===== src/rtl/op_scheduler_if.sv =====
// CSR-side descriptor push and datapath-side active-op bus for op_scheduler.
interface op_scheduler_if;
  logic        csr_en;
  logic        csr_ope;
  logic [11:0] csr_opleft, csr_opright, csr_optop, csr_opbottom;
  logic [7:0]  csr_opparam, csr_oplength, csr_opcmd;
  logic        frame_start;
  logic [11:0] op_left, op_right, op_top, op_bottom;
  logic [7:0]  op_param, op_cmd;
  logic        op_active, op_start, op_done, op_busy, op_queue, op_overflow;

  modport slave (
    input  csr_en, csr_ope, csr_opleft, csr_opright, csr_optop, csr_opbottom,
           csr_opparam, csr_oplength, csr_opcmd, frame_start,
    output op_left, op_right, op_top, op_bottom, op_param, op_cmd,
           op_active, op_start, op_done, op_busy, op_queue, op_overflow
  );

  modport master (
    output csr_en, csr_ope, csr_opleft, csr_opright, csr_optop, csr_opbottom,
           csr_opparam, csr_oplength, csr_opcmd, frame_start,
    input  op_left, op_right, op_top, op_bottom, op_param, op_cmd,
           op_active, op_start, op_done, op_busy, op_queue, op_overflow
  );
endinterface


===== src/rtl/op_scheduler.sv =====
// Frame-aligned op descriptor queue and launcher.
// Optional OPSCHED_FLUSH_CMD_EN: a push of cmd 8'hFF flushes the queue and aborts the running op.
module op_scheduler #(
  parameter int DEPTH = 4,
  parameter int AW    = 2
) (
  input  logic          clk,
  input  logic          rst_n,
  op_scheduler_if.slave bus
);
  typedef struct packed {
    logic [11:0] left, right, top, bottom;
    logic [7:0]  param, length, cmd;
  } desc_t;

  typedef enum logic [1:0] {IDLE, PEND, RUN} state_t;

  state_t     state;
  desc_t      mem [DEPTH];
  desc_t      head, wdesc;
  logic [AW:0] wr, rd, cnt, cnt_nxt;
  logic [7:0] frames_left;
  logic       full, empty, flush, last, pop, push_ok;

  always_comb begin
    cnt     = wr - rd;
    full    = (cnt == (AW+1)'(DEPTH));
    empty   = (cnt == '0);
    flush   = !bus.csr_en;
`ifdef OPSCHED_FLUSH_CMD_EN
    flush   = flush | (bus.csr_ope && bus.csr_opcmd == 8'hFF);
`endif
    last    = (state == RUN) && bus.frame_start && (frames_left == 8'd1);
    pop     = !flush && bus.frame_start && !empty && ((state == PEND) || last);
    // A pop in the same cycle frees the slot the push needs
    push_ok = !flush && bus.csr_ope && (!full || pop);
    cnt_nxt = cnt + (AW+1)'(push_ok) - (AW+1)'(pop);
    head    = mem[rd[AW-1:0]];
    wdesc   = '{bus.csr_opleft, bus.csr_opright, bus.csr_optop, bus.csr_opbottom,
                bus.csr_opparam, bus.csr_oplength, bus.csr_opcmd};
  end

  always_ff @(posedge clk) begin
    if (push_ok) mem[wr[AW-1:0]] <= wdesc;
  end

  always_ff @(posedge clk or negedge rst_n) begin
    if (!rst_n) begin
      state         <= IDLE;
      wr            <= '0;
      rd            <= '0;
      frames_left   <= '0;
      bus.op_left   <= '0;
      bus.op_right  <= '0;
      bus.op_top    <= '0;
      bus.op_bottom <= '0;
      bus.op_param  <= '0;
      bus.op_cmd    <= '0;
      bus.op_active <= 1'b0;
      bus.op_start  <= 1'b0;
      bus.op_done   <= 1'b0;
      bus.op_busy   <= 1'b0;
      bus.op_queue  <= 1'b0;
      bus.op_overflow <= 1'b0;
    end else begin
      bus.op_start <= 1'b0;
      bus.op_done  <= 1'b0;
      if (flush) begin
        rd            <= wr;
        state         <= IDLE;
        frames_left   <= '0;
        bus.op_active <= 1'b0;
        bus.op_busy   <= 1'b0;
        bus.op_queue  <= 1'b0;
      end else begin
        if (push_ok) wr <= wr + 1'b1;
        if (pop)     rd <= rd + 1'b1;
        if (bus.csr_ope && !push_ok) bus.op_overflow <= 1'b1;
        bus.op_queue <= (cnt_nxt == (AW+1)'(DEPTH));
        if (last) bus.op_done <= 1'b1;
        if (pop) begin
          bus.op_left   <= head.left;
          bus.op_right  <= head.right;
          bus.op_top    <= head.top;
          bus.op_bottom <= head.bottom;
          bus.op_param  <= head.param;
          bus.op_cmd    <= head.cmd;
          bus.op_start  <= 1'b1;
          bus.op_active <= 1'b1;
          bus.op_busy   <= 1'b1;
          frames_left   <= (head.length == 8'd0) ? 8'd1 : head.length;
          state         <= RUN;
        end else begin
          case (state)
            IDLE: if (push_ok) begin
              state       <= PEND;
              bus.op_busy <= 1'b1;
            end
            RUN: if (bus.frame_start) begin
              if (last) begin
                // Queue drained; a push landing this cycle goes straight to PEND
                bus.op_active <= 1'b0;
                frames_left   <= '0;
                state         <= push_ok ? PEND : IDLE;
                bus.op_busy   <= push_ok;
              end else begin
                frames_left <= frames_left - 8'd1;
              end
            end
            default: ;
          endcase
        end
      end
    end
  end
endmodule


===== src/flat_wrapper.sv =====
// flat-port wrapper written by rule: the top's interface ports become plain ports
module op_scheduler_flat 
#(
  parameter int DEPTH = 4,
  parameter int AW    = 2
)
  (clk, rst_n, bus_csr_en, bus_csr_ope, bus_csr_opleft, bus_csr_opright, bus_csr_optop, bus_csr_opbottom, bus_csr_opparam, bus_csr_oplength, bus_csr_opcmd, bus_frame_start, bus_op_left, bus_op_right, bus_op_top, bus_op_bottom, bus_op_param, bus_op_cmd, bus_op_active, bus_op_start, bus_op_done, bus_op_busy, bus_op_queue, bus_op_overflow);
  op_scheduler_if bus_i ();
  input  logic clk;
  input  logic rst_n;
  input wire logic [$bits(bus_i.csr_en)-1:0] bus_csr_en;
  input wire logic [$bits(bus_i.csr_ope)-1:0] bus_csr_ope;
  input wire logic [$bits(bus_i.csr_opleft)-1:0] bus_csr_opleft;
  input wire logic [$bits(bus_i.csr_opright)-1:0] bus_csr_opright;
  input wire logic [$bits(bus_i.csr_optop)-1:0] bus_csr_optop;
  input wire logic [$bits(bus_i.csr_opbottom)-1:0] bus_csr_opbottom;
  input wire logic [$bits(bus_i.csr_opparam)-1:0] bus_csr_opparam;
  input wire logic [$bits(bus_i.csr_oplength)-1:0] bus_csr_oplength;
  input wire logic [$bits(bus_i.csr_opcmd)-1:0] bus_csr_opcmd;
  input wire logic [$bits(bus_i.frame_start)-1:0] bus_frame_start;
  output wire logic [$bits(bus_i.op_left)-1:0] bus_op_left;
  output wire logic [$bits(bus_i.op_right)-1:0] bus_op_right;
  output wire logic [$bits(bus_i.op_top)-1:0] bus_op_top;
  output wire logic [$bits(bus_i.op_bottom)-1:0] bus_op_bottom;
  output wire logic [$bits(bus_i.op_param)-1:0] bus_op_param;
  output wire logic [$bits(bus_i.op_cmd)-1:0] bus_op_cmd;
  output wire logic [$bits(bus_i.op_active)-1:0] bus_op_active;
  output wire logic [$bits(bus_i.op_start)-1:0] bus_op_start;
  output wire logic [$bits(bus_i.op_done)-1:0] bus_op_done;
  output wire logic [$bits(bus_i.op_busy)-1:0] bus_op_busy;
  output wire logic [$bits(bus_i.op_queue)-1:0] bus_op_queue;
  output wire logic [$bits(bus_i.op_overflow)-1:0] bus_op_overflow;
  assign bus_i.csr_en = bus_csr_en;
  assign bus_i.csr_ope = bus_csr_ope;
  assign bus_i.csr_opleft = bus_csr_opleft;
  assign bus_i.csr_opright = bus_csr_opright;
  assign bus_i.csr_optop = bus_csr_optop;
  assign bus_i.csr_opbottom = bus_csr_opbottom;
  assign bus_i.csr_opparam = bus_csr_opparam;
  assign bus_i.csr_oplength = bus_csr_oplength;
  assign bus_i.csr_opcmd = bus_csr_opcmd;
  assign bus_i.frame_start = bus_frame_start;
  assign bus_op_left = bus_i.op_left;
  assign bus_op_right = bus_i.op_right;
  assign bus_op_top = bus_i.op_top;
  assign bus_op_bottom = bus_i.op_bottom;
  assign bus_op_param = bus_i.op_param;
  assign bus_op_cmd = bus_i.op_cmd;
  assign bus_op_active = bus_i.op_active;
  assign bus_op_start = bus_i.op_start;
  assign bus_op_done = bus_i.op_done;
  assign bus_op_busy = bus_i.op_busy;
  assign bus_op_queue = bus_i.op_queue;
  assign bus_op_overflow = bus_i.op_overflow;
  op_scheduler #(.DEPTH(DEPTH), .AW(AW)) u_core (.clk(clk), .rst_n(rst_n), .bus(bus_i));
endmodule

===== config.mk =====
export PLATFORM = sky130hd
export DESIGN_NAME = op_scheduler_flat
export DESIGN_NICKNAME = d
export VERILOG_FILES = /design/src/rtl/op_scheduler_if.sv /design/src/rtl/op_scheduler.sv /design/src/flat_wrapper.sv
export SDC_FILE = /design/constraint.sdc
export NUM_CORES = 1
export LEC_CHECK = 0
export ABC_AREA = 1
export BUFFER_PORTS_ARGS = -buffer_cell sky130_fd_sc_hd__buf_2
export CAP_MARGIN = 20
export CORE_MARGIN = 2
export CORE_UTILIZATION = 50
export DETAILED_ROUTE_END_ITERATION = 10
export HOLD_SLACK_MARGIN = 0.08
export PLACE_DENSITY = 0.81
export SETUP_SLACK_MARGIN = 0.1
export SLEW_MARGIN = 10
export SYNTH_ARGS = -nofsm -noshare
export SYNTH_HDL_FRONTEND = slang
export SYNTH_SLANG_ARGS = --single-unit

===== constraint.sdc =====
create_clock -name clk -period 5.6 [get_ports clk]
set_clock_uncertainty 0.15 [all_clocks]
set_input_delay 1.12 -clock clk [delete_from_list [all_inputs] [get_ports clk]]
set_output_delay 1.12 -clock clk [all_outputs]
set_load 0.02 [all_outputs]

==> out/qor_table.md <==
| Metric | Value |
| --- | --- |
| Outcome | finished, final reports clean |
| Clk Latency, worst-skew pair | 0.53 ns |
| Critical path data required time | 5.63 ns |
| Post-Route Setup TNS | 0 ns |
| Register clock-pin slew on the reported worst setup and hold paths | 0.06 ns |
| Ratio of final minimum period to clock period | 0.739 |
| Placeable core region | 28600 um^2 |
| Max Fanout on Critical Path | 61 |
| Flop-to-flop setup slack | 1.46 ns |
| Maximum number of pins on one net before global-route repair | 89 |
| Worst setup path category | flop to flop |
| Setup bufs post-CTS | 0 |
| Class of the most critical hold timing path | flop to flop |
| Unrepaired setup endpoints after global routing | no |
| CTS buffer count | 40 |
| Count of flip-flops with a built-in enable after synthesis | 288 |
| Type of destination of the critical path | flop |
| Count of vias placed by the detailed router | 9363 |
| Root buffer cell | sky130_fd_sc_hd__clkbuf_16 |
| Hold slack | 0.324 ns |
| Area taken by multi-input logic gates | 3300 um^2 |
| Initial antenna violation count | 10 |
| # IOs | 147 |
| DRC violation count after routing | 0 |
| Distinct cells, synth | 35 |
| Tightest Pin Transition | 0.883 ns |
| Seq/Total Area, Yosys | 0.744 |
| Wire length of the first global-routing pass | 49200 um |
| Kind of start point of the critical path | flop |
| Sequential Power Share | 0.416 |
| Via count of the first global-routing pass | 9346 |
| Number of violations reported at the end of detailed-routing iteration 0 | 752 |
| Placed Cells incl. Taps | 1648 |
| Routed wire length | 31100 um |
| Async set or reset register ratio after synthesis | 0.230 |
| Worst setup path startpoint | u_core.rd[0] |
| Overflow after GRT | 0 |
| Port Buffers | 146 |
| Average size of a mapped cell | 12.4 um^2 |
| First drt pass iteration count | 5 |
| Die outline height | 174 um |
| Die boundary width | 174 um |
| Post-synthesis sequential element count | 374 |
| Detailed placement HPWL | 17500 um |
| Top_reg_cell synth | sky130_fd_sc_hd__edfxtp_1 |
| Number of gates resized after CTS | 0 |
| Clock Power Share | 0.291 |
| Peak supply drop | 0.000341 V |
| Max-slew violation total from the final report | 0 |
| Die Area | 30400 um^2 |
| Pwr Total | 9180 uW |
| Combinational fraction of design power | 0.293 |
| TritonCTS clock tree | done |
| Fillers | 2151 |
| Upper clock frequency limit | 242 MHz |
| Final Hold Violating Endpoints | 0 |
| Ratio of cells with drive above 1 in the final layout | 0.185 |
| Synthesized net count | 1258 |
| Final layout net count | 1395 |
| Worst setup path endpoint | u_core.mem[2][50] |
| Arrival time of data at the critical path endpoint | 4.17 ns |
| Post-placement worst setup slack | 1.45 ns |
| Most frequent cells in the layout | sky130_fd_sc_hd__edfxtp_1 (288), sky130_fd_sc_hd__nand2_1 (277), sky130_fd_sc_hd__buf_2 (145) |
| Warnings from Yosys | 0 |
| Final Instance Count excl. Fillers | 1726 |
| Cts hold-fix bufs | 0 |
| Share of total power consumed by net switching | 0.348 |
| Overall Global Routing Usage | 0.206 |
| Finish-stage setup viols | 0 |
| Starting utilization of the core area | 0.507 |
| Sink count of the clock tree | 374 |
| Remaining antenna violation count | 0 |
| Clock Path Buffers | 3 |
| Cell-internal power | 5990 uW |
| Final GP Congestion | 0.794 |
| Detail-routed via count per cell | 5.42 |
| Cell Area, Synth | 14500 um^2 |
| Final worst path period need | 4.14 ns |
| Most frequent standard cell in the layout excluding fill and tap cells | sky130_fd_sc_hd__edfxtp_1 |
| Wire length per cell after detailed routing | 18.0 um |
| Number of max-cap violations | 0 |
| Reg2Reg Launch Point | u_core.rd[0] |
| Area delta synth->final | 16.9% |
| Syn Inst Count | 1169 |
| Setup slack after layout | 1.46 ns |
| Power per Cell Area | 541 nW/um^2 |
| Cell leakage power | 0.00674 uW |
| P_sw | 3190 uW |
| Relative slew slack | 0.411 |
| Endpoint of the lowest-slack register-to-register path | u_core.mem[2][50] |
| Rows | 62 |
| Area taken by flip-flops and latches | 10800 um^2 |
| Max H-tree Level | 2 |
| Register-to-Register Path Depth | 12 |
[sequential cells by signal, indices dropped and copies added, names as in the netlist, 2 cells and up]
| name | cells |
|---|---|
| u_core.bus.op_bottom | 12 |
| u_core.bus.op_left | 12 |
| u_core.frames_left | 8 |
| u_core.bus.op_top | 12 |
| u_core.bus.op_right | 12 |
| u_core.state | 2 |
| u_core.mem | 288 |
| u_core.wr | 3 |
| u_core.bus.op_param | 8 |
| u_core.rd | 3 |
| u_core.bus.op_cmd | 8 |
[kinds of logic after synthesis]
logic type,count (synthesis),synth area share
buf+inv,98,0.0303
compound gates,219,0.0843
fa+ha+maj,12,0.0114
simple gates,456,0.124
flops,374,0.744
xor+xnor,10,0.00604
[synth_stat cells, types with 3 or more instances]
cell                         n  area share
sky130_fd_sc_hd__o21bai_1    3      0.0016
sky130_fd_sc_hd__buf_2      21      0.0072
sky130_fd_sc_hd__buf_6       5      0.0039
sky130_fd_sc_hd__o22ai_1    71       0.031
sky130_fd_sc_hd__nand4_1     3      0.0013
sky130_fd_sc_hd__inv_2       6      0.0016
sky130_fd_sc_hd__ha_1       10      0.0086
sky130_fd_sc_hd__nand3_1    25      0.0086
sky130_fd_sc_hd__o21ai_0   130       0.045
sky130_fd_sc_hd__buf_1       4      0.0010
sky130_fd_sc_hd__o21ai_1     7      0.0024
sky130_fd_sc_hd__nand2_1   277       0.072
sky130_fd_sc_hd__xor2_1      8      0.0048
sky130_fd_sc_hd__edfxtp_1  288        0.60
sky130_fd_sc_hd__dfrtp_1    86        0.15
sky130_fd_sc_hd__inv_1      26      0.0067
sky130_fd_sc_hd__nor2_1    139       0.036
sky130_fd_sc_hd__clkbuf_1   32      0.0083
sky130_fd_sc_hd__a21oi_1     3      0.0010
[power by group through the flow]
stage	Sequential, uW	Combinational, uW	Clock (uW)
after floorplan	4070	1650	0
after global placement	3860	2600	0
after detailed placement	3870	2670	0
after CTS	3820	2700	2710
after global routing	3870	2990	2830
final	3820	2680	2670
[routing by layer]
| layer | share of wire | wire length (um) | GRT usage | vias up |
|---|---|---|---|---|
| li1 | - | - | - | 4385 |
| met1 | 0.41 | 12700 | 0.267 | 4565 |
| met2 | 0.50 | 15500 | 0.348 | 340 |
| met3 | 0.073 | 2270 | 0.0424 | 61 |
| met4 | 0.021 | 649 | 0.0679 | 12 |
| met5 | 0.0022 | 67 | 0 | - |
[layout make-up]
class                   instances  share of cell area
flip-flops and latches        374               0.637
clock buffers                  52              0.0652
multi-input cells             697               0.195
repair buffers                158              0.0507
diodes                          4            0.000590
clock inverters                22              0.0156
well taps                     384              0.0283
inverters                      35             0.00804
[critical path, stage by stage (launching register included)]
cell and delay, ns:
sky130_fd_sc_hd__dfrtp_4 0.72, sky130_fd_sc_hd__ha_1 0.33, sky130_fd_sc_hd__fa_1 0.43, sky130_fd_sc_hd__inv_1 0.07, sky130_fd_sc_hd__nand2_1 0.06, sky130_fd_sc_hd__nand3_1 0.08
sky130_fd_sc_hd__nand2_1 0.09, sky130_fd_sc_hd__nand2_1 0.11, sky130_fd_sc_hd__nand3_4 0.34, sky130_fd_sc_hd__nand2_2 0.22, sky130_fd_sc_hd__nand2_4 0.14, sky130_fd_sc_hd__nor2_4 0.58
sky130_fd_sc_hd__buf_12 0.38
[worst min path at each step]
stage / start / end / slack, ns / cells after the start
after floorplan: u_core.frames_left[7] / u_core.frames_left[7] / 0.31 / 2
after global placement: u_core.bus.op_top[6] / u_core.bus.op_top[6] / 0.31 / 2
after detailed placement: u_core.bus.op_top[8] / u_core.bus.op_top[8] / 0.31 / 2
after CTS: u_core.bus.op_top[8] / u_core.bus.op_top[8] / 0.33 / 2
after global routing: u_core.bus.op_bottom[1] / u_core.bus.op_bottom[1] / 0.34 / 2
final: u_core.bus.op_left[6] / u_core.bus.op_left[6] / 0.32 / 2
[metrics by stage]
stage                     cell area (um^2)  utilization
after floorplan                      14500            -
after global placement               15600        0.544
after detailed placement             15600        0.544
after CTS                            17000        0.592
after global routing                 17000        0.593
final                                17000        0.593
(Power assumes the default switching activity.)
